**src/rtl/unsigned_ha_array_acc_8x8.sv**
```systemverilog
// Sequential reducer for four weighted half-adder-array rows into a 17-bit product.
// Optional macro HA_ACC_PERF_EN adds a 16-bit completed-transaction counter port.
module unsigned_ha_array_acc_8x8 (
  input  logic        clk,
  input  logic        rst_n,
  input  logic        in_valid,
  output logic        in_ready,
  input  logic [8:0]  ha_array_0_t,
  input  logic [8:0]  ha_array_1_t,
  input  logic [8:0]  ha_array_2_t,
  input  logic [8:0]  ha_array_3_t,
  input  logic [6:0]  ha_array_0_b,
  input  logic [6:0]  ha_array_1_b,
  input  logic [6:0]  ha_array_2_b,
  input  logic [6:0]  ha_array_3_b,
  output logic        out_valid,
  input  logic        out_ready,
  output logic [16:0] product
`ifdef HA_ACC_PERF_EN
  ,
  output logic [15:0] txn_count
`endif
);

  localparam logic [1:0] IDLE = 2'd0;
  localparam logic [1:0] ACC  = 2'd1;
  localparam logic [1:0] DONE = 2'd2;

  logic [1:0]  state;
  logic [1:0]  row_idx;
  logic [16:0] acc;
  logic [8:0]  row_t [4];
  logic [6:0]  row_b [4];

  logic [8:0]  sel_t;
  logic [6:0]  sel_b;
  logic [9:0]  row_base;
  logic [16:0] row_val;

  // Handshake flags come straight from the state register, never from inputs.
  assign in_ready  = (state == IDLE);
  assign out_valid = (state == DONE);
  assign product   = acc;

  // NOTE: every variable gets a default before the case so no latch is inferred.
  always_comb begin
    sel_t = row_t[0];
    sel_b = row_b[0];
    case (row_idx)
      2'd1:    begin sel_t = row_t[1]; sel_b = row_b[1]; end
      2'd2:    begin sel_t = row_t[2]; sel_b = row_b[2]; end
      2'd3:    begin sel_t = row_t[3]; sel_b = row_b[3]; end
      default: begin sel_t = row_t[0]; sel_b = row_b[0]; end
    endcase
    // Bottom vector sits two bit positions above the top vector.
    row_base = {1'b0, sel_t} + {1'b0, sel_b, 2'b00};
    row_val  = 17'(row_base) << {row_idx, 1'b0};
  end

  // NOTE: sequential state uses non-blocking assignments only, so all
  // registers update together from pre-edge values.
  always_ff @(posedge clk or negedge rst_n) begin
    if (!rst_n) begin
      state   <= IDLE;
      row_idx <= 2'd0;
      acc     <= 17'd0;
      // NOTE: the capture array is only four rows, so it is reset like any
      // other register rather than left undefined like a RAM.
      for (int k = 0; k < 4; k++) begin
        row_t[k] <= 9'd0;
        row_b[k] <= 7'd0;
      end
    end else begin
      case (state)
        IDLE: begin
          if (in_valid) begin
            row_t[0] <= ha_array_0_t;
            row_t[1] <= ha_array_1_t;
            row_t[2] <= ha_array_2_t;
            row_t[3] <= ha_array_3_t;
            row_b[0] <= ha_array_0_b;
            row_b[1] <= ha_array_1_b;
            row_b[2] <= ha_array_2_b;
            row_b[3] <= ha_array_3_b;
            acc      <= 17'd0;
            row_idx  <= 2'd0;
            state    <= ACC;
          end
        end
        ACC: begin
          acc     <= acc + row_val;
          // Index wraps 3->0 naturally, leaving it at 0 for the next transaction.
          row_idx <= row_idx + 2'd1;
          if (row_idx == 2'd3) state <= DONE;
        end
        DONE: begin
          if (out_ready) state <= IDLE;
        end
        default: state <= IDLE;
      endcase
    end
  end

`ifdef HA_ACC_PERF_EN
  always_ff @(posedge clk or negedge rst_n) begin
    if (!rst_n) begin
      txn_count <= 16'd0;
    end else if (out_valid && out_ready) begin
      txn_count <= txn_count + 16'd1;
    end
  end
`endif

endmodule
```
**config.mk**
```make
export PLATFORM = sky130hd
export DESIGN_NAME = unsigned_ha_array_acc_8x8
export DESIGN_NICKNAME = d
export VERILOG_FILES = /design/src/rtl/unsigned_ha_array_acc_8x8.sv
export SDC_FILE = /design/constraint.sdc
export NUM_CORES = 1
export LEC_CHECK = 0
export BUFFER_PORTS_ARGS = -buffer_cell sky130_fd_sc_hd__buf_2
export CORE_MARGIN = 4
export CORE_UTILIZATION = 40
export DETAILED_ROUTE_END_ITERATION = 6
export PLACE_DENSITY = 0.68
export SYNTH_ARGS = -nofsm -noshare
export SYNTH_HDL_FRONTEND = slang
export SYNTH_SLANG_ARGS = --single-unit
```
**constraint.sdc**
```tcl
create_clock -name clk -period 13.95 [get_ports clk]
set_clock_uncertainty 0.2 [all_clocks]
set_input_delay 2.0925 -clock clk [delete_from_list [all_inputs] [get_ports clk]]
set_output_delay 2.0925 -clock clk [all_outputs]
set_load 0.01 [all_outputs]
```
== After elaboration in Yosys (flattened, before gate mapping) ==
Cells that the tools add are included.
Operators by class
  reduce and logical (&&, ||, !) cells: 5
  shifts and indexed selects: 1
  $add $sub $neg: 3
  muxes and demuxes: 10
  eq/ne operators: 8
Operators by type and width (count)
  one-hot mux 17 bit (2 select lines): 1
  one-hot mux 9 bit (3 select lines): 1
  one-hot mux 7 bit (3 select lines): 1
  adder 17 bit: 1
  2-to-1 mux 17 bit: 1
  left shift 10 x 3 -> 17 bit: 1
  adder 9 x 9 -> 10 bit: 1
  2-to-1 mux 2 bit: 4
  == test 2 bit (second input constant): 3
  one-hot mux 2 bit (3 select lines): 1
  == test 2 x 1 -> 1 bit (second input constant): 2
  != test 2 bit (second input constant): 2
  one-hot mux 2 bit (2 select lines): 1
  AND reduction 2 bit: 2
  AND reduction 3 bit: 1
  adder 2 x 1 -> 2 bit (second input constant): 1
  zero test 2 bit: 1
  != test 2 x 1 -> 1 bit (second input constant): 1
  nonzero test 2 bit: 1
Word-level totals
  output and inout bits: 19
  input port bits: 68
  register bits after elaboration: 85
  word-level logic and storage cells: 38

== Depth between registers and ports, before layout ==
Gate-level depths: netlist of the first run.
  depth after elaboration: 6
  gate-level depth with buffers: 21
  mapped depth without buffers: 20

== Least setup slack after synthesis of the first run ==
Ideal clock, no wire load.
  path type: register to register
  start point: register row_idx[0]
  end point: register acc[13] (netlist: product[13])
  data arrival time: 4.480 ns
  period minus slack after synthesis: 4.800 ns
  setup time: 0.120 ns
  slack: 9.150 ns
  stages on the path, launching flop included: 21
  cells stage by stage: dfrtp_1 > inv_2 > ha_1 > inv_1 > clkbuf_1 > clkbuf_1 > a21oi_1 > ha_1 > fa_1 > a21o_1 > a21oi_1 > xnor2_1 > o21ai_1 > nor2_1 > a21oi_1 > ha_1 > a21oi_1 > nor2_8 > o31a_1 > or3_1 > a31o_1
Between the ends
  word-level cells in the longest chain between the ends: 6
  elaborated cells between the ends (all ways): 9
Ends and longest elaborated chain
  start, declared: line 30  | logic [1:0] row_idx;
  start signal, assigned: line 93  | row_idx <= row_idx + 2'd1;
  == test 2 bit or == test 2 x 1 -> 1 bit (tied branches): line 49  | case (row_idx)
  one-hot mux 9 bit (3 select lines) or one-hot mux 7 bit (3 select lines) (tied branches): line 49
  adder 9 x 9 -> 10 bit: line 56  | row_base = {1'b0, sel_t} + {1'b0, sel_b, 2'b00};
  left shift 10 x 3 -> 17 bit *: line 57  | row_val = 17'(row_base) << {row_idx, 1'b0};
  adder 17 bit *: line 91  | acc <= acc + row_val;
  one-hot mux 17 bit (2 select lines) *: line 74  | case (state)
  end signal, assigned: line 91
  end, declared: line 31  | logic [16:0] acc;
Mark *: on every way between the ends. The rest lies on a longest branch, timed or not.
A chain may end at the register's enable or synchronous reset.

== Worst setup path after layout of the first run ==
  start point: register row_idx[1]
  end point: register acc[13] (netlist: product[13])
The elaborated chain is that of the path after synthesis.

==> flow_summary_export.csv, run 1 <==
group,metric,value,unit
sta,finalHoldViolCount,0,
sta,maxSlewHeadroom,34.1,%
cells_and_area,nNetsFinal,747,
place,dp.cells,782,
synth,ys_warn_count,0,
critical_path,r2r_slack,8.19,ns
critical_path,cp.required,13.99,ns
synth,synth_edf_count,0,
floorplan,coreArea,11700,µm²
floorplan,die_w,118,µm
cells_and_area,layout-drive-gt1-share,17.4,%
floorplan,start_util,41.6,%
sta,final.min_clock_period,5.76,ns
synth,synth_area_leaders,"dfrtp_1 (44%), nand2_1 (17%), ha_1 (7.0%), a222oi_1 (3.3%), a21oi_1 (3.0%)",
synth,syn-num-nets,677,
sta,setup-tns-final,0,ns
floorplan,die_h,118,µm
cells_and_area,diodes,0,
global_routing,gr-total-overflow,0,
cells_and_area,synthToLayoutAreaGrowth,16.9,%
clock_network,holdBufCountCts,0,
routing,wl_per_cell,15.5,µm
hold_path,hold_start,"product[16]$_DFFE_PN0P_",
global_routing,grt_pass1_wl,20.5,mm
floorplan,io-pin-count,87,
place,numPortBuffers,86,
place,dpl.hpwl,8.99,mm
global_routing,grt_usage,18.0,%
global_routing,grt_pass1_vias,4128,
place,placed_area,5360,µm²
routing,via_per_inst,5.32,
clock_network,h-tree-depth,3,
synth,mappedNetlistArea,4850,µm²
cells_and_area,fin_area,5670,µm²
critical_path,setup.worst_path.class,"reg -> reg",
run_status,status,"completed",
flow_run,maxCapViolations,0,
synth,ys_async_sr_fraction,100,%
place,gp_congestion,0.874,
global_routing,antenna_found_initial,0,
synth,avgSynthCellArea,8.36,µm²
routing,ant_nets,0,
clock_network,post_cts_resized,0,
critical_path,endpoint_kind,"flop",
floorplan,die-area,14000,µm²
routing,dr.pass1.iters,7,
critical_path,r2r_start,"row_idx[1]$_DFFE_PN0P_",
sta,max_freq,0.174,GHz
global_routing,grt_max_degree,76,
cells_and_area,instances_no_fill,798,
synth,synth.distinct_cells,54,
routing,drt_iter0_drc,402,
clock_network,cts.sinks,85,
synth,synth.most_common_cell,"nand2_1",
critical_path,r2r-end,"product[13]$_DFFE_PN0P_",
synth,yosysTopAreaCell,"dfrtp_1",
synth,synth_common_cells,"nand2_1 (218), dfrtp_1 (85), nor2_1 (31)",
critical_path,start_kind,"flop",
cells_and_area,multi_input_area,2560,µm²
hold_path,holdPathStages,1,
clock_network,clockRootBuffer,"clkbuf_16",
clock_network,post_cts_buffers,0,
clock_network,clk_latency,0.35,ns
sta,timing.final.crit_share,41.3,%
synth,ys.flop_type,"dfrtp_1",
synth,ys_seq_area_share,43.8,%
synth,ys_ff_latch,85,
cells_and_area,fill_cells,1136,
sta,worst_pin_slew,0.988,ns
synth,netlist.area_leader.share,43.8,%
hold_path,hp-class,"reg -> reg",
routing,routed_wl,12.4,mm
sta,setup_viol,0,
sta,slew_viol_final,0,
critical_path,critical_path_arrival,5.79,ns
clock_network,cts_tree,"built",
clock_network,clock_path_buffers,2,
clock_network,clkTransAtPathRegs,0.06,ns
synth,synth_cells,580,
routing,vias,4246,
cells_and_area,post-route-util,48.6,%
floorplan,row_count,39,
critical_path,path_max_fanout,30,
cells_and_area,regArea,2130,µm²
critical_path,rr_worst_depth,18,
sta,grt_setup_unrepaired,"false",
hold_path,hold_path_end,"product[16]$_DFFE_PN0P_",
clock_network,numCtsBuffers,9,
routing,route.detailed.drc,0,
routing by layer:
metal	vias up	part of all wire (%)	GRT usage (%)
met5	-	0	0
li1	2139	-	-
met4	0	1.3	5.42
met1	1978	46	24.2
met3	14	5.6	4.81
met2	115	47	28.5
cell usage in the layout, fill, tap and decap left out, types with 3 or more instances in the layout:
master	synthesis	final
o211ai_1	3	3
a21oi_1	29	29
ha_1	27	27
clkbuf_16	0	9
xor2_1	9	9
o21ai_0	15	15
a21o_1	6	6
nand2_1	218	217
nor3_1	5	5
dfrtp_1	85	85
a211oi_1	4	4
o21a_1	6	6
o31ai_1	4	4
xnor2_1	5	5
buf_2	0	85
nor2_1	31	31
nand3_1	12	12
a222oi_1	16	16
o22ai_1	3	3
mux2i_1	6	6
inv_1	10	10
o21ai_1	12	12
buf_4	0	4
worst max-delay path, stage by stage, from the launching register on:
cell	delay [ns]
dfrtp_1	0.75
inv_1	0.20
ha_1	0.23
inv_1	0.61
nor2_1	0.12
a21oi_1	0.28
ha_1	0.29
a21o_1	0.16
a21oi_1	0.26
o21ai_1	0.11
o41ai_1	0.55
mux2i_1	0.20
o21a_1	0.22
ha_1	0.32
or2_1	0.25
o211a_1	0.23
o31a_1	0.11
or3_1	0.30
a31o_1	0.22
layout make-up:
type / instances / share of cell area (%)
well taps: 143 / 3.15
clock inverters: 4 / 0.970
repair buffers: 89 / 8.03
clock buffers: 12 / 4.52
flip-flops and latches: 85 / 37.5
inverters: 11 / 0.728
multi-input cells: 454 / 45.1
cells by family after synthesis:
kind of cell / count (synthesis) / synth area share, %
DFF: 85 / 43.8
and+or+nand+nor: 285 / 24.0
buffers and inverters: 41 / 3.48
xor gates and xnor gates: 14 / 2.53
AOI/OAI and AO/OA: 120 / 17.2
adders and majority gates: 29 / 7.79
muxes: 6 / 1.24
flip-flops by register name, summed over array words and instances, names as in the netlist:
| signal | count |
|---|---|
| row_t | 36 |
| row_idx | 2 |
| state | 2 |
| row_b | 28 |
| product | 17 |
per-stage QoR:
step | worst slack, ns | hold slack [ns]
3_5_place_dp | 8.27 | 0.262
3_3_place_gp | 8.46 | 0.258
4_1_cts | 8.23 | 0.277
5_1_grt | 7.67 | 0.298
2_1_floorplan | 9.15 | 0.245
6_report | 8.19 | 0.273
worst max-delay path by stage:
stage / startpoint / endpoint / cells after the start
finish: row_idx[1]$_DFFE_PN0P_ / product[13]$_DFFE_PN0P_ / 18
global route: row_idx[1]$_DFFE_PN0P_ / product[15]$_DFFE_PN0P_ / 18
CTS: row_idx[1]$_DFFE_PN0P_ / product[13]$_DFFE_PN0P_ / 18
detailed placement: row_idx[1]$_DFFE_PN0P_ / product[13]$_DFFE_PN0P_ / 18
global placement: row_idx[1]$_DFFE_PN0P_ / product[13]$_DFFE_PN0P_ / 18
floorplan: row_idx[0]$_DFFE_PN0P_ / product[13]$_DFFE_PN0P_ / 20
Power of run 1 is left out: the tool's default activity adds up to more than one toggle a clock period on the data nets, which glitch-free logic cannot reach.
==> run 2: changes to the inputs <==
clock period = 5.82 ns   (was 13.95 ns; I/O delays follow)
==> flow_summary_export.csv, run 2 (synthesized netlist as in run 1, its figures left out) <==
group,metric,value,unit
run_status,status,"completed",
critical_path,start_kind,"flop",
floorplan,start_util,41.6,%
critical_path,path_max_fanout,15,
routing,vias,4282,
cells_and_area,final_cell_mix,"nand2_1 (217), buf_2 (85), dfrtp_1 (85)",
critical_path,rr_worst_depth,17,
global_routing,grt_use_met1,25.1,%
clock_network,holdBufCountCts,0,
place,dpl.hpwl,8.87,mm
routing,via_per_inst,5.33,
cells_and_area,fill_cells,1150,
floorplan,io-pin-count,87,
global_routing,grt_usage,18.0,%
clock_network,h-tree-depth,3,
critical_path,cp.required,5.86,ns
critical_path,critical_path_arrival,5.43,ns
cells_and_area,largest_register_ffs,36,
hold_path,hp-class,"in -> async",
sta,worst_pin_slew,0.960,ns
floorplan,die_h,118,µm
cells_and_area,final_common_cell,"nand2_1",
routing,routed_wl,12.2,mm
sta,timing.final.crit_share,92.7,%
global_routing,gr-total-overflow,0,
routing,route.detailed.drc,0,
cells_and_area,nNetsFinal,752,
clock_network,numCtsBuffers,9,
routing,wl_per_cell,15.2,µm
global_routing,use_met3,3.94,%
global_routing,grt_busiest_layer,"met2",
flow_run,maxCapViolations,0,
cells_and_area,top_register,"row_t",
global_routing,antenna_found_initial,0,
cells_and_area,synthToLayoutAreaGrowth,17.3,%
routing,dr.pass1.iters,7,
critical_path,r2r-end,"product[13]$_DFFE_PN0P_",
sta,setup_viol,0,
global_routing,grt_max_degree,76,
critical_path,r2r_start,"row_idx[0]$_DFFE_PN0P_",
clock_network,cts_tree,"built",
critical_path,r2r_slack,0.42,ns
sta,slew_viol_final,0,
clock_network,clkTransAtPathRegs,0.06,ns
cells_and_area,layout-drive-gt1-share,18.2,%
sta,maxSlewHeadroom,36.0,%
sta,setup-tns-final,0,ns
global_routing,globalRouteMet2Util,27.6,%
place,gp_congestion,0.874,
sta,max_freq,0.185,GHz
floorplan,coreArea,11700,µm²
place,numPortBuffers,86,
clock_network,clk_latency,0.35,ns
clock_network,cts.sinks,85,
global_routing,grt_pass1_vias,4247,
sta,finalHoldViolCount,0,
clock_network,clockRootBuffer,"clkbuf_16",
routing,ant_nets,0,
floorplan,row_count,39,
sta,grt_setup_unrepaired,"false",
critical_path,endpoint_kind,"flop",
routing,drt_iter0_drc,268,
sta,final.min_clock_period,5.40,ns
global_routing,grt_pass1_wl,20.8,mm
floorplan,die-area,14000,µm²
clock_network,clock_path_buffers,2,
cells_and_area,diodes,0,
critical_path,setup.worst_path.class,"reg -> reg",
floorplan,die_w,118,µm
==> run 2: routing by layer <==
metal / share of wire [%] / routed length (µm)
met2: 45 / 5520
met5: 0 / 0
met3: 5.4 / 660
met1: 47 / 5790
met4: 1.9 / 227
==> run 2: metrics by stage <==
| stage | setup slack (ns) | hold slack, ns | util (%) | instance area, µm² | cells |
|---|---|---|---|---|---|
| after floorplan | 1.02 | 0.245 | - | 4850 | 580 |
| after global placement | 0.479 | 0.258 | 46.3 | 5400 | 787 |
| after detailed placement | 0.392 | 0.264 | 46.3 | 5400 | 787 |
| after CTS | 0.382 | 0.214 | 48.8 | 5690 | 803 |
| after global routing | 0.0101 | 0.221 | 48.8 | 5690 | 803 |
| final | 0.423 | 0.208 | 48.8 | 5690 | 803 |
==> run 2: area by class of cell <==
cell class	count	area (µm²)	share of cell area (%)
tap	143	179	3.14
inverter	11	45.0	0.791
clock inverter	4	32.5	0.572
sequential	85	2130	37.4
clock buffer	12	256	4.51
timing repair buffer	94	493	8.66
multi-input combinational	454	2560	45.0
==> run 2: worst max-delay path by stage <==
stage	from	to	slack, ns	cells after the start
finish	row_idx[0]$_DFFE_PN0P_	product[13]$_DFFE_PN0P_	0.42	17
detailed placement	row_idx[0]$_DFFE_PN0P_	product[13]$_DFFE_PN0P_	0.39	18
floorplan	row_idx[0]$_DFFE_PN0P_	product[13]$_DFFE_PN0P_	1.02	20
global placement	row_idx[0]$_DFFE_PN0P_	product[13]$_DFFE_PN0P_	0.48	18
global route	row_idx[0]$_DFFE_PN0P_	product[15]$_DFFE_PN0P_	0.01	18
CTS	row_idx[0]$_DFFE_PN0P_	product[13]$_DFFE_PN0P_	0.38	18
==> run 2: repair_timing <==
item                                    4_1_cts  5_1_grt
resized for setup                             0        1
endpoints found under the setup margin        0        3
buffers inserted                              0        0
==> run 2: worst max-delay path: stages (launching register included) <==
cell and delay (ns):
dfrtp_1 0.61, inv_2 0.20, ha_1 0.43, a222oi_1 0.39
mux2i_1 0.20, ha_1 0.32, a21o_1 0.15, a21oi_1 0.27
o21ai_1 0.11, o41ai_1 0.56, mux2i_1 0.19, o21a_1 0.22
ha_1 0.33, or2_1 0.24, o211a_1 0.22, o31a_1 0.11
or3_1 0.30, a31o_1 0.22
Power of run 2 is left out for the same reason.
